[src/rtl/alu_pkg.sv]
// Shared definitions for the multicycle ALU: opcode map, FSM states and
// the predicate that routes an opcode to the iterative multiply/divide unit.
package alu_pkg;

    localparam logic [3:0] OP_ADD  = 4'd0;
    localparam logic [3:0] OP_SUB  = 4'd1;
    localparam logic [3:0] OP_MULU = 4'd2;
    localparam logic [3:0] OP_XOR  = 4'd3;
    localparam logic [3:0] OP_AND  = 4'd4;
    localparam logic [3:0] OP_OR   = 4'd5;
    localparam logic [3:0] OP_SLT  = 4'd6;
    localparam logic [3:0] OP_NOR  = 4'd7;
    localparam logic [3:0] OP_DIVU = 4'd8;
    localparam logic [3:0] OP_SLTU = 4'd9;
    localparam logic [3:0] OP_SLL  = 4'd10;
    localparam logic [3:0] OP_SRL  = 4'd11;
    localparam logic [3:0] OP_SRA  = 4'd12;

    typedef enum logic {
        IDLE,
        RUN
    } state_t;

    function automatic logic is_multicycle(input logic [3:0] op);
        return (op == OP_MULU) || (op == OP_DIVU);
    endfunction

endpackage

[src/rtl/alu_mc_seq_muldiv.sv]
// Iterative unsigned shift-add multiplier / restoring divider sharing one
// counter, one hi/lo shift register pair and one adder/subtractor.
module seq_muldiv #(
    parameter int unsigned WIDTH = 32
) (
    input  logic                 clk,
    input  logic                 reset,
    input  logic                 load,
    input  logic                 mode_div,
    input  logic [WIDTH-1:0]     a,
    input  logic [WIDTH-1:0]     b,
    output logic                 last,
    output logic [2*WIDTH-1:0]   next_val,
    output logic                 div_zero
);

    localparam int unsigned CW = $clog2(WIDTH + 1);

    logic [CW-1:0]    cnt;
    logic [WIDTH-1:0] hi;
    logic [WIDTH-1:0] lo;
    logic [WIDTH-1:0] operand;
    logic             div_mode;

    logic [WIDTH+1:0] add_x;
    logic [WIDTH+1:0] add_y;
    logic             add_cin;
    logic [WIDTH+1:0] add_sum;
    logic [WIDTH-1:0] hi_n;
    logic [WIDTH-1:0] lo_n;

    // Divide computes {hi,lo[msb]} - divisor in WIDTH+2 bits so the top bit
    // is the borrow; multiply adds the multiplicand when lo[0] is set.
    always_comb begin
        add_x   = '0;
        add_y   = '0;
        add_cin = 1'b0;
        if (div_mode) begin
            add_x   = {1'b0, hi, lo[WIDTH-1]};
            add_y   = ~{2'b00, operand};
            add_cin = 1'b1;
        end else begin
            add_x   = {2'b00, hi};
            add_y   = lo[0] ? {2'b00, operand} : '0;
            add_cin = 1'b0;
        end
        add_sum = add_x + add_y + {{(WIDTH+1){1'b0}}, add_cin};
    end

    always_comb begin
        hi_n = hi;
        lo_n = lo;
        if (div_mode) begin
            if (add_sum[WIDTH+1]) begin
                hi_n = add_x[WIDTH-1:0];
                lo_n = {lo[WIDTH-2:0], 1'b0};
            end else begin
                hi_n = add_sum[WIDTH-1:0];
                lo_n = {lo[WIDTH-2:0], 1'b1};
            end
        end else begin
            hi_n = add_sum[WIDTH:1];
            lo_n = {add_sum[0], lo[WIDTH-1:1]};
        end
    end

    assign next_val = {hi_n, lo_n};
    assign last     = (cnt == CW'(1));
    assign div_zero = div_mode && (operand == '0);

    always_ff @(posedge clk or posedge reset) begin
        if (reset) begin
            cnt      <= '0;
            hi       <= '0;
            lo       <= '0;
            operand  <= '0;
            div_mode <= 1'b0;
        end else if (load) begin
            cnt      <= CW'(WIDTH);
            hi       <= '0;
            lo       <= mode_div ? a : b;
            operand  <= mode_div ? b : a;
            div_mode <= mode_div;
        end else if (cnt != '0) begin
            cnt <= cnt - CW'(1);
            hi  <= hi_n;
            lo  <= lo_n;
        end
    end

endmodule

[src/rtl/alu_mc.sv]
// Multicycle ALU: single-cycle logic/arithmetic ops plus iterative MULU/DIVU
// behind a start/busy/done handshake; all outputs registered.
module alu_mc #(
    parameter int unsigned WIDTH = 32
) (
    input  logic                 clk,
    input  logic                 reset,
    input  logic                 start,
    input  logic [3:0]           op,
    input  logic [WIDTH-1:0]     a,
    input  logic [WIDTH-1:0]     b,
    output logic                 busy,
    output logic                 done,
    output logic [2*WIDTH-1:0]   result,
    output logic                 zero,
    output logic                 ovf
);

    import alu_pkg::*;

    localparam int unsigned SW = $clog2(WIDTH);

    state_t             state;
    logic [WIDTH-1:0]   sum_add;
    logic [WIDTH-1:0]   diff_sub;
    logic [SW-1:0]      shamt;
    logic [WIDTH-1:0]   sc_r;
    logic               sc_ovf;
    logic               md_load;
    logic               md_last;
    logic [2*WIDTH-1:0] md_val;
    logic               md_dbz;

    assign sum_add  = a + b;
    assign diff_sub = a - b;
    assign shamt    = b[SW-1:0];

    always_comb begin
        sc_r   = '0;
        sc_ovf = 1'b0;
        case (op)
            OP_ADD: begin
                sc_r   = sum_add;
                sc_ovf = (a[WIDTH-1] == b[WIDTH-1]) && (sum_add[WIDTH-1] != a[WIDTH-1]);
            end
            OP_SUB: begin
                sc_r   = diff_sub;
                sc_ovf = (a[WIDTH-1] != b[WIDTH-1]) && (diff_sub[WIDTH-1] != a[WIDTH-1]);
            end
            OP_XOR:  sc_r = a ^ b;
            OP_AND:  sc_r = a & b;
            OP_OR:   sc_r = a | b;
            OP_NOR:  sc_r = ~(a | b);
            OP_SLT:  sc_r = {{(WIDTH-1){1'b0}}, ($signed(a) < $signed(b))};
            OP_SLTU: sc_r = {{(WIDTH-1){1'b0}}, (a < b)};
            OP_SLL:  sc_r = a << shamt;
            OP_SRL:  sc_r = a >> shamt;
            OP_SRA:  sc_r = $signed(a) >>> shamt;
            default: sc_r = '0;
        endcase
    end

    assign md_load = (state == IDLE) && start && is_multicycle(op);

    seq_muldiv #(
        .WIDTH(WIDTH)
    ) u_muldiv (
        .clk      (clk),
        .reset    (reset),
        .load     (md_load),
        .mode_div (op == OP_DIVU),
        .a        (a),
        .b        (b),
        .last     (md_last),
        .next_val (md_val),
        .div_zero (md_dbz)
    );

    // The final iteration's value is captured straight from the step logic so
    // completion lands on the same edge the counter reaches zero.
    always_ff @(posedge clk or posedge reset) begin
        if (reset) begin
            state  <= IDLE;
            busy   <= 1'b0;
            done   <= 1'b0;
            result <= '0;
            zero   <= 1'b0;
            ovf    <= 1'b0;
        end else begin
            done <= 1'b0;
            case (state)
                IDLE: begin
                    if (start) begin
                        if (is_multicycle(op)) begin
                            state <= RUN;
                            busy  <= 1'b1;
                        end else begin
                            result <= {{WIDTH{1'b0}}, sc_r};
                            zero   <= (sc_r == '0);
                            ovf    <= sc_ovf;
                            done   <= 1'b1;
                        end
                    end
                end
                RUN: begin
                    if (md_last) begin
                        state  <= IDLE;
                        busy   <= 1'b0;
                        done   <= 1'b1;
                        result <= md_val;
                        zero   <= (md_val == '0);
                        ovf    <= md_dbz;
                    end
                end
                default: begin
                    state <= IDLE;
                    busy  <= 1'b0;
                end
            endcase
        end
    end

endmodule

[config.mk]
export PLATFORM = sky130hd
export DESIGN_NAME = alu_mc
export DESIGN_NICKNAME = d
export VERILOG_FILES = /design/src/rtl/alu_pkg.sv /design/src/rtl/alu_mc_seq_muldiv.sv /design/src/rtl/alu_mc.sv
export SDC_FILE = /design/constraint.sdc
export NUM_CORES = 1
export LEC_CHECK = 0
export BUFFER_PORTS_ARGS = -buffer_cell sky130_fd_sc_hd__buf_2
export CAP_MARGIN = 25
export CORE_MARGIN = 2
export CORE_UTILIZATION = 30
export DETAILED_ROUTE_END_ITERATION = 12
export GPL_ROUTABILITY_DRIVEN = 0
export PLACE_DENSITY_LB_ADDON = 0.08
export SLEW_MARGIN = 20
export SYNTH_ARGS = -nofsm -noshare
export SYNTH_HDL_FRONTEND = slang
export SYNTH_SLANG_ARGS = --single-unit
[constraint.sdc]
create_clock -name clk -period 6.8 [get_ports clk]
set_clock_uncertainty 0.05 [all_clocks]
set_input_delay 0.34 -clock clk [delete_from_list [all_inputs] [get_ports clk]]
set_output_delay 0.34 -clock clk [all_outputs]
set_load 0.02 [all_outputs]
# After elaboration in Yosys (flattened, before gate mapping)
# Index checks and enable logic that the tools add are counted.
word_totals:
  output_inout_bits: 68
  word_cells: 104
  register_bits: 172
  inputBits: 71
classes:
  addsub: 5
  n_reduce_logical: 14
  mux: 42
  eq_ne: 21
  bitwise_logic: 6
  order_cmp: 2
  n_shift: 3
op_table:
  columns: ["op", "n"]
  rows:
  - ["$pmux W32 S11", 1]
  - ["$mux W32", 10]
  - ["$mux W64", 3]
  - ["$pmux W64 S2", 1]
  - ["$logic_not A32 Y1", 2]
  - ["$logic_not A64 Y1", 1]
  - ["$lt A32 B32 Y1", 2]
  - ["$add A33 B34 Y34", 1]
  - ["$add A34 B1 Y34", 1]
  - ["$mux W34", 1]
  - ["$not A32 Y34", 1]
  - ["$mux W33", 1]
  - ["$add A32 B32 Y32", 1]
  - ["$and A32 B32 Y32", 1]
  - ["$not A32 Y32", 1]
  - ["$or A32 B32 Y32", 1]
  - ["$shl A32 B5 Y32", 1]
  - ["$shr A32 B5 Y32", 1]
  - ["$sshr A32 B5 Y32", 1]
  - ["$sub A32 B32 Y32", 1]
  - ["$xor A32 B32 Y32", 1]
  - ["$eq A4 B4 Y1 const B", 5]
  - ["$mux W1", 17]
  - ["$eq A4 B3 Y1 const B", 4]
  - ["other kinds (17)", 33]

# Logic depth before layout (Yosys ltp)
# Gate-level depths: netlist (run 1).
depth:
  ltp_word: 9
  mapped_depth: 26
  mapped_depth_nobuf: 17

# Hierarchy
# Synthesis (run 1) repeated with hierarchy kept, for this count alone.
hier_totals:
  cells_unflattened: 2945
  hier_area_um2: 22535.4
by_module_without_submodules:
  columns: ["mod", "seq_area_each_um2", "area_per_inst_um2", "cells_each", "n_inst"]
  rows:
  - ["alu_mc", 1726.7, 13743.2, 1881, 1]
  - ["seq_muldiv", 2577.5, 8792.2, 1064, 1]

# Least setup slack after synthesis (run 1)
# OpenSTA, ideal clock, no wires.
synth_path:
  kind: "register to register"
  from: "reg u_muldiv.div_mode"
  to: "reg zero"
  n_path_buf: 7
  synth_period_minus_slack_ns: 6.025
  t_required_ns: 6.669
  setup_time_ns: 0.081
  setup_slack_ns: 0.775
  arrival_ns: 5.895
  path_stages_with_launch: 24
  path_cell_list: "dfrtp_1 buf_2 buf_1 clkbuf_1 clkbuf_1 clkbuf_1 buf_1 clkbuf_1 mux2i_1 fa_1 inv_1 fa_1 a211oi_1 o31a_1 a211oi_1 o31ai_1 o21ai_1 a31oi_1 xnor2_1 a221oi_1 or3b_2 nor4_1 nand4_1 o211ai_2"
synth_between:
  elab_chain_cells: 8
  elab_cells_between_ends: 12
  classes_between: "add/sub (2); mux (9); reduce/logical (1)"
synth_lines:
  columns: ["element", "line_no", "source"]
  rows:
  - ["start, declared", "alu_mc_seq_muldiv.sv:23", "logic div_mode;"]
  - ["start signal, assigned", "alu_mc_seq_muldiv.sv:83", "div_mode <= mode_div;"]
  - ["$mux W33 or $mux W34 (tied branches)", "alu_mc_seq_muldiv.sv:38", "if (div_mode) begin"]
  - ["$add A33 B34 Y34", "alu_mc_seq_muldiv.sv:47", "add_sum = add_x + add_y + {{(WIDTH+1){1'b0}}, add_cin};"]
  - ["$add A34 B1 Y34", "alu_mc_seq_muldiv.sv:47", null]
  - ["$mux W1 or $mux W32 (tied branches)", "alu_mc_seq_muldiv.sv:54", "if (add_sum[WIDTH+1]) begin"]
  - ["$mux W32", "alu_mc_seq_muldiv.sv:53", "if (div_mode) begin"]
  - ["$logic_not A64 Y1 *", "alu_mc.sv:111", "zero <= (md_val == '0);"]
  - ["$mux W1 *", "alu_mc.sv:106", "if (md_last) begin"]
  - ["$pmux W1 S2 *", "alu_mc.sv:91", "case (state)"]
  - ["end signal, assigned", "alu_mc.sv:99", "zero <= (sc_r == '0);"]
  - ["end signal, assigned", "alu_mc.sv:111", null]
  - ["end, declared", "alu_mc.sv:15", "output logic zero,"]
# Every way passes the cells marked *; elsewhere a longest branch is shown, timed or not. The select of a mux whose other input is x is not followed.
# A chain may end at the register's enable or synchronous reset.

# Worst setup path after layout (run 1)
# Same ends and word-level chain as after synthesis.

==> results of run 1 <==
cell usage after synthesis (11+ instances only):
master	count
nor4_1	27
nand3_1	45
a21oi_1	187
buf_1	22
dfrtp_1	172
a211oi_1	56
xnor2_1	31
o221ai_1	20
o21ai_1	16
mux4_2	41
nand2_1	339
buf_2	26
a221o_1	15
a21o_1	24
o211ai_1	74
nor2b_1	20
a221oi_1	22
mux2i_1	149
a31oi_1	26
clkbuf_1	165
nand4_1	31
o21ai_0	239
o31ai_1	19
ha_1	130
a22oi_1	16
o21a_1	13
inv_1	112
and3_1	23
or4_1	11
a22o_1	17
o22ai_1	27
and2_1	13
nand2b_1	28
mux2_2	49
nor3_1	65
nor2_1	224
sequential cells by signal, summed over array words and instances (netlist names):
| signal | cells |
|---|---|
| u_muldiv.div_mode | 1 |
| ovf | 1 |
| u_muldiv.lo | 32 |
| done | 1 |
| busy | 1 |
| u_muldiv.operand | 32 |
| zero | 1 |
| result | 64 |
| u_muldiv.hi | 32 |
| state | 1 |
| u_muldiv.cnt | 6 |
cell type report:
type                    instances  share of cell area (%)
inverters                     122                    2.05
well taps                     931                    5.10
flip-flops and latches        172                    18.8
diodes                          1                  0.0109
clock inverters                14                   0.608
repair buffers                186                    4.64
multi-input cells            2205                    66.8
clock buffers                  18                    1.92
worst min-delay path by stage:
stage | start | to | slack, ns | cells past startpoint
floorplan | u_muldiv.operand[9] | u_muldiv.operand[9] | 0.41 | 2
global placement | result[1] | result[1] | 0.40 | 2
detailed placement | result[1] | result[1] | 0.41 | 2
CTS | reset | busy | 0.04 | 2
global route | reset | result[3] | 0.06 | 2
finish | reset | result[3] | -0.05 | 2
per-stage QoR:
stage	utilization (%)	total power [mW]	hold WS, ns
after floorplan	-	7.31	0.413
after detailed placement	32.4	9.84	0.406
after global placement	32.4	9.81	0.404
after global routing	33.3	11.8	0.0636
after CTS	33.3	10.9	0.0351
final	33.3	10.9	-0.0512
layer usage:
metal / vias up / global-route usage, % / share of wire (%)
met2: 1111 / 46.2 / 46
li1: 10094 / - / -
met4: 0 / 14.7 / 5.8
met1: 11005 / 35.1 / 41
met3: 261 / 4.09 / 7.1
met5: - / 0 / 0
power by group through the flow:
| stage | Clock, mW | Combinational [mW] | Sequential (mW) |
|---|---|---|---|
| after global placement | 0 | 7.64 | 2.17 |
| after detailed placement | 0 | 7.67 | 2.16 |
| final | 0.999 | 7.76 | 2.15 |
| after floorplan | 0 | 5.22 | 2.09 |
| after CTS | 1.03 | 7.69 | 2.15 |
| after global routing | 1.06 | 8.48 | 2.21 |
cells by family after synthesis:
kind of cell | share of synthesized area (%)
AOI/OAI and AO/OA | 28.2
muxes | 14.9
DFF | 20.6
buffers and inverters | 6.60
xor gates and xnor gates | 1.72
adders and majority gates | 8.17
and+or+nand+nor | 19.7
worst max-delay path, cell delays in order (launching register included):
cell        delay (ns)
dfrtp_4           0.66
clkinvlp_4        0.53
buf_4             0.39
o21ai_0           0.34
fa_1              0.30
a211oi_1          0.11
o31a_1            0.38
a211oi_1          0.56
o31ai_1           0.22
o21ai_1           0.21
a31oi_1           0.11
xnor2_1           0.24
a221oi_1          0.65
or3b_2            0.49
nor4_1            0.43
nand4_1           0.17
o211ai_2          0.18
timing repair:
| action | CTS | global route |
|---|---|---|
| endpoints found under the setup margin | 0 | 1 |
| buffers inserted | 0 | 0 |
| resized for setup | 0 | 1 |
==> impl_metrics.toml, run 1 <==
[floorplan]
ioPinCount = 139
initial_core_util_pct = 30.4
row_count = 96
coreArea_um2 = 68700
die_x_um = 268
die_area_um2 = 71700
die_y_um = 268

[power_and_ir_drop]
power.switching_mw = 6.06
powerDensity_nw_per_um2 = 477
power_frac_seq_pct = 19.7
power_switching_share_pct = 55.6
irDropWorstVdd_mv = 0.221
p_leak_nw = 9.50
p_int_mw = 4.85
clock_power_share_pct = 9.2
combPwrFrac_pct = 71.1

[finish]
area_growth_pct = 9.47
layout_common_cells = "nand2_1 (337), o21ai_0 (239), nor2_1 (224)"
final_cell_area_um2 = 22900
nFillCells = 7449
multiInputGateArea_um2 = 15300
layout_commonest_cell = "nand2_1"
instances_no_fill = 3649
register_area_um2 = 4310
drive_above_1_share_pct = 13.5
nets = 2909

[drt]
num_vias = 22471
viasPerCell = 6.16
drt-pass1-iter-count = 8
drcViolationCount = 0
wl_per_cell_um = 28.0
dr.first_iter.drc_count = 2437
ant_nets = 0
finalWirelength_mm = 102

[timing]
finalSetupTns_ns = 0
hold_violations = 14
drv_slew = 0
post-route-min-period_ns = 6.12
fmax_ghz = 0.164
worst_hold_slack_ns = -0.0512
tightest_slew_ns = 1.09
period_share_pct = 89.9
worst_slack_ns = 0.684
rsz0062_at_grt = "false"
setup_violations = 0
timing.max_slew.rel_slack_pct = 26.7

[yosys]
synth_enable_flop_cells = 0
yosysWarnings = 0
synthCells = 2719
syn_area_per_cell_um2 = 7.68
ys_seq_area_share_pct = 20.6
async_flop_share_pct = 100
ys.flop_type = "dfrtp_1"
synth_top_area_share_pct = 20.6
ys_ff_latch = 172
synth_cell_types = 105
synth_area_um2 = 20900
yosys.area.top_type = "dfrtp_1"
synthTopCellsByArea = "dfrtp_1 (21%), ha_1 (7.8%), mux2i_1 (7.1%), nand2_1 (6.1%), o21ai_0 (5.7%)"
syn_nets = 2924

[setup_path]
worstSetupEndpoint = "zero"
ff2ff_path_depth = 16
cp.required_ns = 7.13
worstSetupPathType = "flop to flop"
cp_max_fo = 24
r2r_slack_ns = 0.68
critPathLaunch = "u_muldiv.div_mode"
start_kind = "flop"
worstPathArrival_ns = 6.45
cp-end-kind = "flop"
r2r_end = "zero"
reg2reg_from = "u_muldiv.div_mode"

[clock_tree]
clk_pin_slew_ns = 0.07
clkLatencyLatePin_ns = 0.46
cts_buffer_depth = 2
cts_hold_buf = 0
htree_levels = 4
cts_buffers = 17
clock_sinks = 172
cts_tree = "done"
root_buffer = "clkbuf_16"

[global_route]
grt_pass1_wl_mm = 149
overflow = 0
grt_usage_pct = 27.9
antenna_found_initial = 2
grt_pass1_vias = 21547
grt_max_degree = 120

[placement]
numPortBuffers = 138
placed_cells = 3616
place_ws_ns = 0.338
placed_area_um2 = 22300
dp_hpwl_mm = 77.9

[run_status]
status = "complete, but fails checks"
failed_checks = "hold timing"

[hold_path]
hp-class = "input port to async pin"

[flow_run]
cap_viol_max_count = 0
(Power assumes the default switching activity.)
==> run 2, diff against run 1 <==
--- a/config.mk
+++ b/config.mk
@@ -7,6 +7,8 @@
 export LEC_CHECK = 0
 export BUFFER_PORTS_ARGS = -buffer_cell sky130_fd_sc_hd__buf_2
 export CAP_MARGIN = 25
+export CELL_PAD_IN_SITES_DETAIL_PLACEMENT = 1
+export CELL_PAD_IN_SITES_GLOBAL_PLACEMENT = 1
 export CORE_MARGIN = 2
 export CORE_UTILIZATION = 30
 export DETAILED_ROUTE_END_ITERATION = 12
==> run 2 against run 1 <==
Effect of this change: the run now ends clean; clock power increased by 13%; global-route usage rose by 1.3 points; non-clock buffer count up 7; critical path depth up 1; die area unchanged; clock-buffer cell count increased by 1; maximum frequency grew 6.1%; sequential share of layout area is 0.11 points lower; sequential power barely moved; sequential cell count stayed put; first-iteration DRC count decreased by 26%; wire length up 3.8%; largest power group unchanged.
==> impl_metrics.toml, run 2 (synthesis gave the netlist of run 1 again) <==
[placement]
dp_hpwl_mm = 82.4
placed_area_um2 = 22300
numPortBuffers = 138
placed_cells = 3622

[floorplan]
die_area_um2 = 71700
ioPinCount = 139
row_count = 96
die_x_um = 268
coreArea_um2 = 68700
die_y_um = 268
initial_core_util_pct = 30.4

[power_and_ir_drop]
p_leak_nw = 9.57
irDropWorstVdd_mv = 0.258
powerDensity_nw_per_um2 = 488

[setup_path]
cp-end-kind = "flop"
cp.required_ns = 7.16
cp_top_family = "compound AO/OA/AOI/OAI gates"
slowest_delay_ns = 0.74
start_kind = "flop"
worst-path-buf-inv = 1
crit_slowest_cell = "nor2b_2"
r2r_slack_ns = 1.03
worstPathArrival_ns = 6.13
path_cells = "nor2b_2, mux2i_1, fa_1, inv_1, fa_1, a211oi_1, o31a_1, a211oi_1, o31ai_1, o21ai_1, a31oi_1, xnor2_1, a221oi_1, or3b_2, nor4_1, nand4_1, o211ai_2"
worstSetupPathType = "flop to flop"
cp_max_fo = 20

[finish]
area_growth_pct = 10.1
multiInputGateArea_um2 = 15300
layout_commonest_cell = "nand2_1"
largest_reg_flops = 64
nets = 2916
diodes = 0
regMostFlops = "result"
layout_common_cells = "nand2_1 (337), o21ai_0 (239), nor2_1 (224)"
nFillCells = 8345
drive_above_1_share_pct = 13.7
register_area_um2 = 4310
final_cell_area_um2 = 23000
instances_no_fill = 3655

[run_status]
status = "finished, final reports clean"

[drt]
drt-pass1-iter-count = 6
num_vias = 22386
dr.first_iter.drc_count = 1801
drcViolationCount = 0
viasPerCell = 6.12
ant_nets = 0
finalWirelength_mm = 106
wl_per_cell_um = 29.0

[timing]
setup_violations = 0
post-route-min-period_ns = 5.77
fmax_ghz = 0.173
finalSetupTns_ns = 0
tightest_slew_ns = 1.05
timing.max_slew.rel_slack_pct = 30.1
drv_slew = 0
hold_violations = 0
period_share_pct = 84.8
rsz0062_at_grt = "false"

[flow_run]
cap_viol_max_count = 0

[hold_path]
hp-class = "input port to flop"

[clock_tree]
cts_buffer_depth = 2
cts_tree = "done"
post_cts_buffers = 0
htree_levels = 4
clock_sinks = 172
cts_buffers = 17
root_buffer = "clkbuf_16"
clk_pin_slew_ns = 0.07
clkLatencyLatePin_ns = 0.50

[global_route]
grt_max_degree = 113
grt_usage_pct = 29.2
grt_pass1_wl_mm = 156
grt_pass1_vias = 22811
overflow = 0
antenna_found_initial = 2
## run 2: per-stage QoR
stage | utilization, % | hold WS [ns] | worst slack, ns | total power, mW
2_1_floorplan | - | 0.413 | 0.775 | 7.31
5_1_grt | 33.5 | 0.194 | 0.601 | 12.1
3_5_place_dp | 32.5 | 0.409 | 0.960 | 10.0
4_1_cts | 33.5 | 0.150 | 0.957 | 11.2
6_report | 33.5 | 0.189 | 1.03 | 11.2
3_3_place_gp | 32.5 | 0.405 | 1.02 | 9.90
## run 2: path summary, 6_finish.rpt
kind / from / to / cells past startpoint
setup / recovery: u_muldiv.div_mode / zero / 17
hold / removal: b[29] / u_muldiv.lo[29] / 3
setup reg to reg: u_muldiv.div_mode / zero / 17
hold reg to reg: result[17] / result[17] / 2
max in group asynchronous: reset / result[8] / 4
min in group asynchronous: reset / busy / 3
## run 2: report_power, final
part / switching [mW] / internal [mW] / leakage [nW]
combinational: 5.15 / 2.81 / 7.16
clock: 0.485 / 0.643 / 0.314
sequential: 0.572 / 1.56 / 2.10
total: 6.20 / 5.01 / 9.57
## run 2: layer usage
metal / vias up / track usage, % / wire (um)
met5: - / 0 / 27
met4: 4 / 13.1 / 4890
met3: 177 / 4.24 / 6200
met1: 11333 / 36.9 / 44200
met2: 784 / 49.3 / 50700
li1: 10088 / - / -
## run 2: what timing repair did
action,in CTS,in global routing
resized for setup,0,0
hold buffers,1,0
endpoints found under the hold margin,71,0
setup endpoints to repair,0,0
## run 2: layout make-up
class | count | share of cell area (%)
Sequential cell | 172 | 18.7
Multi-Input combinational cell | 2205 | 66.5
Clock buffer | 19 | 1.97
Timing Repair Buffer | 193 | 4.88
Clock inverter | 13 | 0.865
Inverter | 122 | 2.02
Tap cell | 931 | 5.07
## run 2: tightest hold or removal path, cell delays in order
cell and delay [ns]:
buf_2 0.14, mux2i_1 0.12, o21ai_0 0.08
